===== config.mk =====
export PLATFORM = sky130hd
export DESIGN_NAME = rca_lsu_arbiter
export DESIGN_NICKNAME = d
export VERILOG_FILES = /design/src/rtl/taiga_types.sv /design/src/rtl/rca_lsu_tag_fifo.sv /design/src/rtl/rca_lsu_arbiter.sv
export SDC_FILE = /design/constraint.sdc
export NUM_CORES = 1
export LEC_CHECK = 0
export ABC_CLOCK_PERIOD_IN_PS = 6000
export CAP_MARGIN = 20
export CORE_AREA = 10 10 164 166
export DETAILED_ROUTE_END_ITERATION = 8
export DIE_AREA = 0 0 174 176
export HOLD_SLACK_MARGIN = 0.02
export PLACE_DENSITY = 0.66
export SYNTH_ARGS = -nofsm -noshare
export SYNTH_HDL_FRONTEND = slang
export SYNTH_SLANG_ARGS = --single-unit

===== constraint.sdc =====
create_clock -name clk -period 6 [get_ports clk]
set_input_delay 0.9 -clock clk [delete_from_list [all_inputs] [get_ports clk]]
set_output_delay 0.9 -clock clk [all_outputs]
set_load 0.02 [all_outputs]

===== src/rtl/taiga_types.sv =====
// Shared RCA/LSU types: the per-channel request record, arbiter states and default widths.
package taiga_types;

    localparam int RCA_LSU_NUM_CHANNELS = 4;
    localparam int RCA_LSU_XLEN         = 32;
    localparam int RCA_LSU_ID_W         = 3;
    localparam int RCA_LSU_CH_W         = $clog2(RCA_LSU_NUM_CHANNELS);

    typedef struct packed {
        logic [RCA_LSU_XLEN-1:0] rs1;
        logic [RCA_LSU_XLEN-1:0] rs2;
        logic [2:0]              fn3;
        logic                    load;
        logic                    store;
        logic [RCA_LSU_ID_W-1:0] id;
        logic                    lock;
    } rca_lsu_req_t;

    typedef enum logic {
        ARB    = 1'b0,
        LOCKED = 1'b1
    } rca_lsu_arb_state_t;

endpackage


===== src/rtl/rca_lsu_tag_fifo.sv =====
// In-order FIFO of issuing-channel indices, one entry per outstanding load.
module rca_lsu_tag_fifo
    import taiga_types::*;
#(
    parameter int DEPTH  = 4,
    parameter int DATA_W = RCA_LSU_CH_W
) (
    input  logic              clk,
    input  logic              rst,
    input  logic              push,
    input  logic [DATA_W-1:0] push_data,
    input  logic              pop,
    output logic              full,
    output logic              empty,
    output logic [DATA_W-1:0] head
);

    localparam int PTR_W = (DEPTH > 1) ? $clog2(DEPTH) : 1;

    logic [DATA_W-1:0] mem_q [DEPTH];
    logic [DATA_W-1:0] mem_d [DEPTH];
    logic [PTR_W-1:0]  rd_ptr_q, rd_ptr_d;
    logic [PTR_W-1:0]  wr_ptr_q, wr_ptr_d;
    logic [PTR_W:0]    count_q, count_d;
    logic              do_push, do_pop;

    assign full  = (count_q == (PTR_W+1)'(DEPTH));
    assign empty = (count_q == '0);
    assign head  = mem_q[rd_ptr_q];

    // An empty pop is ignored so an underflowing completion leaves the state untouched.
    assign do_push = push & ~full;
    assign do_pop  = pop & ~empty;

    always_comb begin
        mem_d    = mem_q;
        rd_ptr_d = rd_ptr_q;
        wr_ptr_d = wr_ptr_q;
        count_d  = count_q;
        if (do_push) begin
            mem_d[wr_ptr_q] = push_data;
            wr_ptr_d        = wr_ptr_q + PTR_W'(1);
        end
        if (do_pop) begin
            rd_ptr_d = rd_ptr_q + PTR_W'(1);
        end
        if (do_push && !do_pop) begin
            count_d = count_q + (PTR_W+1)'(1);
        end else if (!do_push && do_pop) begin
            count_d = count_q - (PTR_W+1)'(1);
        end
    end

    always_ff @(posedge clk or negedge rst) begin
        if (!rst) begin
            for (int i = 0; i < DEPTH; i++) begin
                mem_q[i] <= '0;
            end
            rd_ptr_q <= '0;
            wr_ptr_q <= '0;
            count_q  <= '0;
        end else begin
            mem_q    <= mem_d;
            rd_ptr_q <= rd_ptr_d;
            wr_ptr_q <= wr_ptr_d;
            count_q  <= count_d;
        end
    end

endmodule


===== src/rtl/rca_lsu_arbiter.sv =====
// Round-robin arbiter sharing the RCA-to-LSU port, with grant lock and in-order load routing.
// Define RCA_LSU_ARB_STATS_EN to add per-channel accepted-request counters (ch_grant_count).
module rca_lsu_arbiter
    import taiga_types::*;
#(
    parameter int NUM_CHANNELS       = RCA_LSU_NUM_CHANNELS,
    parameter int MAX_INFLIGHT_LOADS = 4,
    parameter int XLEN               = RCA_LSU_XLEN,
    parameter int ID_W               = RCA_LSU_ID_W
) (
    input  logic                         clk,
    input  logic                         rst,
    input  logic [NUM_CHANNELS-1:0]      ch_req_valid,
    output logic [NUM_CHANNELS-1:0]      ch_req_ready,
    input  logic [NUM_CHANNELS*XLEN-1:0] ch_rs1,
    input  logic [NUM_CHANNELS*XLEN-1:0] ch_rs2,
    input  logic [NUM_CHANNELS*3-1:0]    ch_fn3,
    input  logic [NUM_CHANNELS-1:0]      ch_load,
    input  logic [NUM_CHANNELS-1:0]      ch_store,
    input  logic [NUM_CHANNELS*ID_W-1:0] ch_id,
    input  logic [NUM_CHANNELS-1:0]      ch_lock,
    output logic [NUM_CHANNELS-1:0]      ch_load_complete,
    output logic [XLEN-1:0]              ch_load_data,
    output logic                         ls_new_request,
    output logic [XLEN-1:0]              ls_rs1,
    output logic [XLEN-1:0]              ls_rs2,
    output logic [2:0]                   ls_fn3,
    output logic                         ls_load,
    output logic                         ls_store,
    output logic [ID_W-1:0]              ls_id,
    output logic                         ls_lock,
    input  logic                         lsu_ready,
    input  logic                         lsu_load_complete,
    input  logic [XLEN-1:0]              lsu_load_data,
`ifdef RCA_LSU_ARB_STATS_EN
    output logic [NUM_CHANNELS*32-1:0]   ch_grant_count,
`endif
    output logic                         tag_underflow
);

    localparam int CH_W = (NUM_CHANNELS > 1) ? $clog2(NUM_CHANNELS) : 1;

    rca_lsu_arb_state_t state_q, state_d;
    logic [CH_W-1:0]    rr_ptr_q, rr_ptr_d;
    logic [CH_W-1:0]    locked_ch_q, locked_ch_d;
    logic               tag_underflow_q, tag_underflow_d;

    logic [NUM_CHANNELS-1:0] eligible;
    logic [NUM_CHANNELS-1:0] candidate;
    logic [CH_W:0]           scan_idx;
    logic                    grant_found;
    logic [CH_W-1:0]         grant_idx;
    rca_lsu_req_t            sel_req;

    logic            fifo_push, fifo_full, fifo_empty;
    logic [CH_W-1:0] fifo_head;

    // A load is held off while the tag FIFO is full, even if a completion pops it this cycle.
    always_comb begin
        eligible    = '0;
        candidate   = '0;
        scan_idx    = '0;
        grant_found = 1'b0;
        grant_idx   = '0;
        for (int i = 0; i < NUM_CHANNELS; i++) begin
            eligible[i] = ch_req_valid[i] & ~(ch_load[i] & ch_store[i]) & ~(ch_load[i] & fifo_full);
        end
        if (state_q == LOCKED) begin
            candidate[locked_ch_q] = eligible[locked_ch_q];
        end else begin
            candidate = eligible;
        end
        for (int k = 0; k < NUM_CHANNELS; k++) begin
            scan_idx = {1'b0, rr_ptr_q} + (CH_W+1)'(k);
            if (scan_idx >= (CH_W+1)'(NUM_CHANNELS)) begin
                scan_idx = scan_idx - (CH_W+1)'(NUM_CHANNELS);
            end
            if (!grant_found && candidate[scan_idx[CH_W-1:0]]) begin
                grant_found = 1'b1;
                grant_idx   = scan_idx[CH_W-1:0];
            end
        end
    end

    always_comb begin
        sel_req = '0;
        for (int i = 0; i < NUM_CHANNELS; i++) begin
            if (grant_found && grant_idx == CH_W'(i)) begin
                sel_req.rs1   = ch_rs1[i*XLEN +: XLEN];
                sel_req.rs2   = ch_rs2[i*XLEN +: XLEN];
                sel_req.fn3   = ch_fn3[i*3 +: 3];
                sel_req.load  = ch_load[i];
                sel_req.store = ch_store[i];
                sel_req.id    = ch_id[i*ID_W +: ID_W];
                sel_req.lock  = ch_lock[i];
            end
        end
    end

    assign ls_new_request = grant_found & lsu_ready;
    assign ls_rs1         = sel_req.rs1;
    assign ls_rs2         = sel_req.rs2;
    assign ls_fn3         = sel_req.fn3;
    assign ls_load        = sel_req.load;
    assign ls_store       = sel_req.store;
    assign ls_id          = sel_req.id;
    assign ls_lock        = (state_q == LOCKED) | (sel_req.lock & ls_new_request);
    assign ch_load_data   = lsu_load_data;
    assign tag_underflow  = tag_underflow_q;
    assign fifo_push      = ls_new_request & sel_req.load;

    always_comb begin
        ch_req_ready     = '0;
        ch_load_complete = '0;
        for (int i = 0; i < NUM_CHANNELS; i++) begin
            ch_req_ready[i]     = ls_new_request & (grant_idx == CH_W'(i));
            ch_load_complete[i] = lsu_load_complete & ~fifo_empty & (fifo_head == CH_W'(i));
        end
    end

    // The pointer is frozen while locked; the lock ends as soon as the owner drops ch_lock.
    always_comb begin
        state_d         = state_q;
        rr_ptr_d        = rr_ptr_q;
        locked_ch_d     = locked_ch_q;
        tag_underflow_d = tag_underflow_q | (lsu_load_complete & fifo_empty);
        case (state_q)
            ARB: begin
                if (ls_new_request) begin
                    rr_ptr_d = (grant_idx == CH_W'(NUM_CHANNELS - 1)) ? '0 : grant_idx + CH_W'(1);
                    if (sel_req.lock) begin
                        locked_ch_d = grant_idx;
                        state_d     = LOCKED;
                    end
                end
            end
            LOCKED: begin
                if (!ch_lock[locked_ch_q]) begin
                    state_d = ARB;
                end
            end
            default: state_d = ARB;
        endcase
    end

    always_ff @(posedge clk or negedge rst) begin
        if (!rst) begin
            state_q         <= ARB;
            rr_ptr_q        <= '0;
            locked_ch_q     <= '0;
            tag_underflow_q <= 1'b0;
        end else begin
            state_q         <= state_d;
            rr_ptr_q        <= rr_ptr_d;
            locked_ch_q     <= locked_ch_d;
            tag_underflow_q <= tag_underflow_d;
        end
    end

    rca_lsu_tag_fifo #(
        .DEPTH  (MAX_INFLIGHT_LOADS),
        .DATA_W (CH_W)
    ) u_tag_fifo (
        .clk       (clk),
        .rst       (rst),
        .push      (fifo_push),
        .push_data (grant_idx),
        .pop       (lsu_load_complete),
        .full      (fifo_full),
        .empty     (fifo_empty),
        .head      (fifo_head)
    );

`ifdef RCA_LSU_ARB_STATS_EN
    logic [31:0] grant_count_q [NUM_CHANNELS];
    logic [31:0] grant_count_d [NUM_CHANNELS];

    always_comb begin
        grant_count_d  = grant_count_q;
        ch_grant_count = '0;
        for (int i = 0; i < NUM_CHANNELS; i++) begin
            if (ch_req_ready[i]) begin
                grant_count_d[i] = grant_count_q[i] + 32'd1;
            end
            ch_grant_count[i*32 +: 32] = grant_count_q[i];
        end
    end

    always_ff @(posedge clk or negedge rst) begin
        if (!rst) begin
            for (int i = 0; i < NUM_CHANNELS; i++) begin
                grant_count_q[i] <= '0;
            end
        end else begin
            grant_count_q <= grant_count_d;
        end
    end
`endif

endmodule


==> results.json <==
{
  "end_kind": "output pin",
  "worst_slew_pin_slew_ps": 960,
  "ctsHoldBuffers": 0,
  "grt.total_usage_pct": 15.4,
  "routed_wirelength_um": 25900,
  "die_h_um": 176,
  "synthTopCellsByArea": "a21oi_1 25%, nor2_1 13%, nand3b_1 12%, dfrtp_1 12%, nand2_1 7.7%",
  "intPower_mw": 2.00,
  "synthAdderAreaFrac_pct": 3.04,
  "synth_edf_count": 0,
  "r2r-end": "u_tag_fifo.count_q[2]",
  "startpoint": "ch_load[2]",
  "portBuffers": 382,
  "io_pins": 447,
  "first_iter_violations": 370,
  "drive_gt1_share_pct": 4.41,
  "clkPwrFrac_pct": 3.4,
  "post_drt_wl_per_cell_um": 18.9,
  "synthesis.area_mm2": 0.00436,
  "synth_fp_nets": 1079,
  "synthArstFlopShare_pct": 100,
  "crit_end": "ls_rs2[12]",
  "cts_max_level": 1,
  "synth_top_area_share_pct": 24.7,
  "synth_xor_area_share_pct": 1.21,
  "cpPeakStageDelay_ps": 610,
  "synth-seq-cells": 21,
  "drt-pass1-iter-count": 5,
  "root_buffer": "clkbuf_16",
  "grt_pass1_wl_um": 37900,
  "holdWs_ps": 488,
  "slew_violations": 0,
  "vias": 6194,
  "switchingPower_mw": 2.26,
  "final_core_util_pct": 35.4,
  "rows": 57,
  "fin_crit_ps": 5620,
  "diodes": 0,
  "cts_sinks": 21,
  "placed_cells": 1363,
  "leakagePower_nw": 3.17,
  "grt_pass1_vias": 6160,
  "tns_ps": 0,
  "r2r_slack_ps": 1670,
  "cp.required_ps": 5100,
  "cts_tree": "yes",
  "r2r_cells": 18,
  "drv_cap": 0,
  "fin_nets": 1386,
  "grt_overflow": 0,
  "yosysMostFrequentCell": "a21oi_1",
  "outcome": "complete, no violations",
  "grt_antenna_before_repair": 0,
  "netlist_instances": 737,
  "ys_seq_area_share_pct": 12.1,
  "cts_buffers": 3,
  "synthMuxAreaShare_pct": 5.45,
  "synth_ff_type": "dfrtp_1",
  "clk_pin_slew_ps": 60,
  "grt_max_degree": 69,
  "yosys.area_share.simple_pct": 37.2,
  "p_per_area_mw_per_mm2": 504,
  "cts.path.max_buffers": 2,
  "insertion_delay_ps": 260,
  "sw_frac_of_total_pct": 53.1,
  "gp_congestion": 0.898,
  "rsz0062_at_grt": "no",
  "initial_core_util_pct": 18.3,
  "ys_types": 45,
  "yosysWarningCount": 0,
  "area_delta_synth_final_pct": 93.4,
  "combPwrFrac_pct": 89.7,
  "skew_ps": 7.26,
  "cts_setup_buffers": 0,
  "worstPathMaxFanout": 50,
  "setup_viol": 0,
  "drc": 0,
  "path_class": "input pin to output pin",
  "vias_per_cell": 4.53,
  "synth_top_family_by_area": "simple AND/OR/NAND/NOR gates",
  "cts_resized": 0,
  "fin_cells": 1367,
  "clock.fmax_mhz": 178,
  "synth-compound-area-share_pct": 28.6,
  "core_area_mm2": 0.0238,
  "place_hpwl_um": 21300,
  "synth_common_cells": "215 x a21oi_1, 148 x nor2_1, 89 x nand2_1, 71 x nand3b_1, 43 x clkbuf_1",
  "arrival_ps": 4720,
  "r2r_start": "u_tag_fifo.count_q[2]",
  "die_w_um": 174,
  "path_cells": "clkdlybuf4s50_1 > a21boi_1 > a32oi_1 > a221oi_2 > inv_1 > nor2_1 > ha_4 > buf_12 > a21oi_1 > a21oi_1 > nor2_1 > a21oi_1 > nor2_1 > clkdlybuf4s50_1",
  "crit_slowest_cell": "ha_4",
  "die_area_mm2": 0.0306,
  "finalCritPeriodShare_pct": 93.7,
  "ant_nets": 0,
  "hold_viol_final": 0,
  "sequentialPowerShare_pct": 6.9,
  "hold_class": "flop to flop",
  "max-slew-margin-rel_pct": 35.8,
  "synth_top_area_cell": "a21oi_1",
  "cp-start-kind": "input pin",
  "vdd_drop_max_mv": 0.259,
  "avgSynthCellArea_um2": 5.92
}
==> sequential cells by signal, summed over array words and instances, names as in the netlist <==
| register | cells |
|---|---|
| u_tag_fifo.rd_ptr_q | 2 |
| rr_ptr_q | 2 |
| u_tag_fifo.wr_ptr_q | 2 |
| tag_underflow | 1 |
| state_q | 1 |
| u_tag_fifo.mem_q | 8 |
| locked_ch_q | 2 |
| u_tag_fifo.count_q | 3 |
==> cell families after synthesis <==
logic type / Yosys count
mux: 18
flops: 21
xor+xnor: 6
compound gates: 238
fa+ha+maj: 10
simple gates: 334
buf+inv: 110
==> per-layer routing <==
metal | GRT usage (%) | part of all wire [%] | up-vias
met1 | 18.4 | 41 | 2819
met2 | 26.8 | 48 | 251
li1 | - | - | 3104
met4 | 2.78 | 1.7 | 0
met5 | 0 | 0 | -
met3 | 5.08 | 9.0 | 20
==> critical path: cells and delay by family <==
| kind | cells | cell delay, ps |
|---|---|---|
| AND/OR/NAND/NOR | 3 | 390 |
| adder cells (fa/ha/maj) | 1 | 610 |
| AO/OA/AOI/OAI | 6 | 1370 |
| buffers and inverters | 4 | 1380 |
==> cells in the final DEF, fill, tap and decap left out, types with 3 or more instances in the layout <==
master | netlist | layout
ha_1 | 9 | 5
nand3b_1 | 71 | 71
nor2b_1 | 3 | 3
ha_4 | 0 | 3
xnor2_1 | 4 | 4
nor3b_1 | 6 | 6
nand2_1 | 89 | 89
mux4_2 | 3 | 3
buf_4 | 32 | 12
a21oi_1 | 215 | 215
mux2_2 | 10 | 10
clkdlybuf4s50_1 | 0 | 382
dfrtp_1 | 21 | 21
inv_1 | 12 | 12
o21ai_0 | 6 | 6
buf_12 | 0 | 6
nor2_1 | 148 | 148
clkbuf_16 | 0 | 3
a22oi_1 | 3 | 3
and2_1 | 4 | 4
==> stage by stage <==
step | instance area (um2) | total power, mW | setup slack (ps)
2_1_floorplan | 4360 | 2.55 | 1430
3_3_place_gp | 8350 | 4.13 | 540
3_5_place_dp | 8350 | 4.15 | 456
4_1_cts | 8430 | 4.31 | 442
5_1_grt | 8430 | 4.64 | 78.8
6_report | 8430 | 4.25 | 377
==> worst min path at each step <==
| stage | start | endpoint | slack [ps] | cells after the start |
|---|---|---|---|---|
| after detailed placement | tag_underflow | tag_underflow | 480 | 1 |
| after floorplan | u_tag_fifo.mem_q[2] | u_tag_fifo.mem_q[2] | 480 | 1 |
| after global placement | tag_underflow | tag_underflow | 480 | 1 |
| after CTS | tag_underflow | tag_underflow | 490 | 1 |
| final | tag_underflow | tag_underflow | 490 | 1 |
| after global routing | tag_underflow | tag_underflow | 490 | 1 |
==> area by class of cell <==
type                            instances  area [um2]
Sequential cell                        21         526
Fill cell                            2574       15400
Tap cell                              324         405
Clock buffer                            3        75.1
Timing Repair Buffer                  400        4030
Inverter                               12        45.0
Multi-Input combinational cell        606        3340
Clock inverter                          1        7.51
==> power groups by stage <==
stage | Sequential, mW | Combinational (mW) | Clock, mW
detailed placement | 0.298 | 3.85 | 0
global placement | 0.294 | 3.83 | 0
global route | 0.308 | 4.18 | 0.151
finish | 0.295 | 3.82 | 0.143
CTS | 0.296 | 3.87 | 0.146
floorplan | 0.265 | 2.29 | 0
Power figures use the tool's default switching activity.
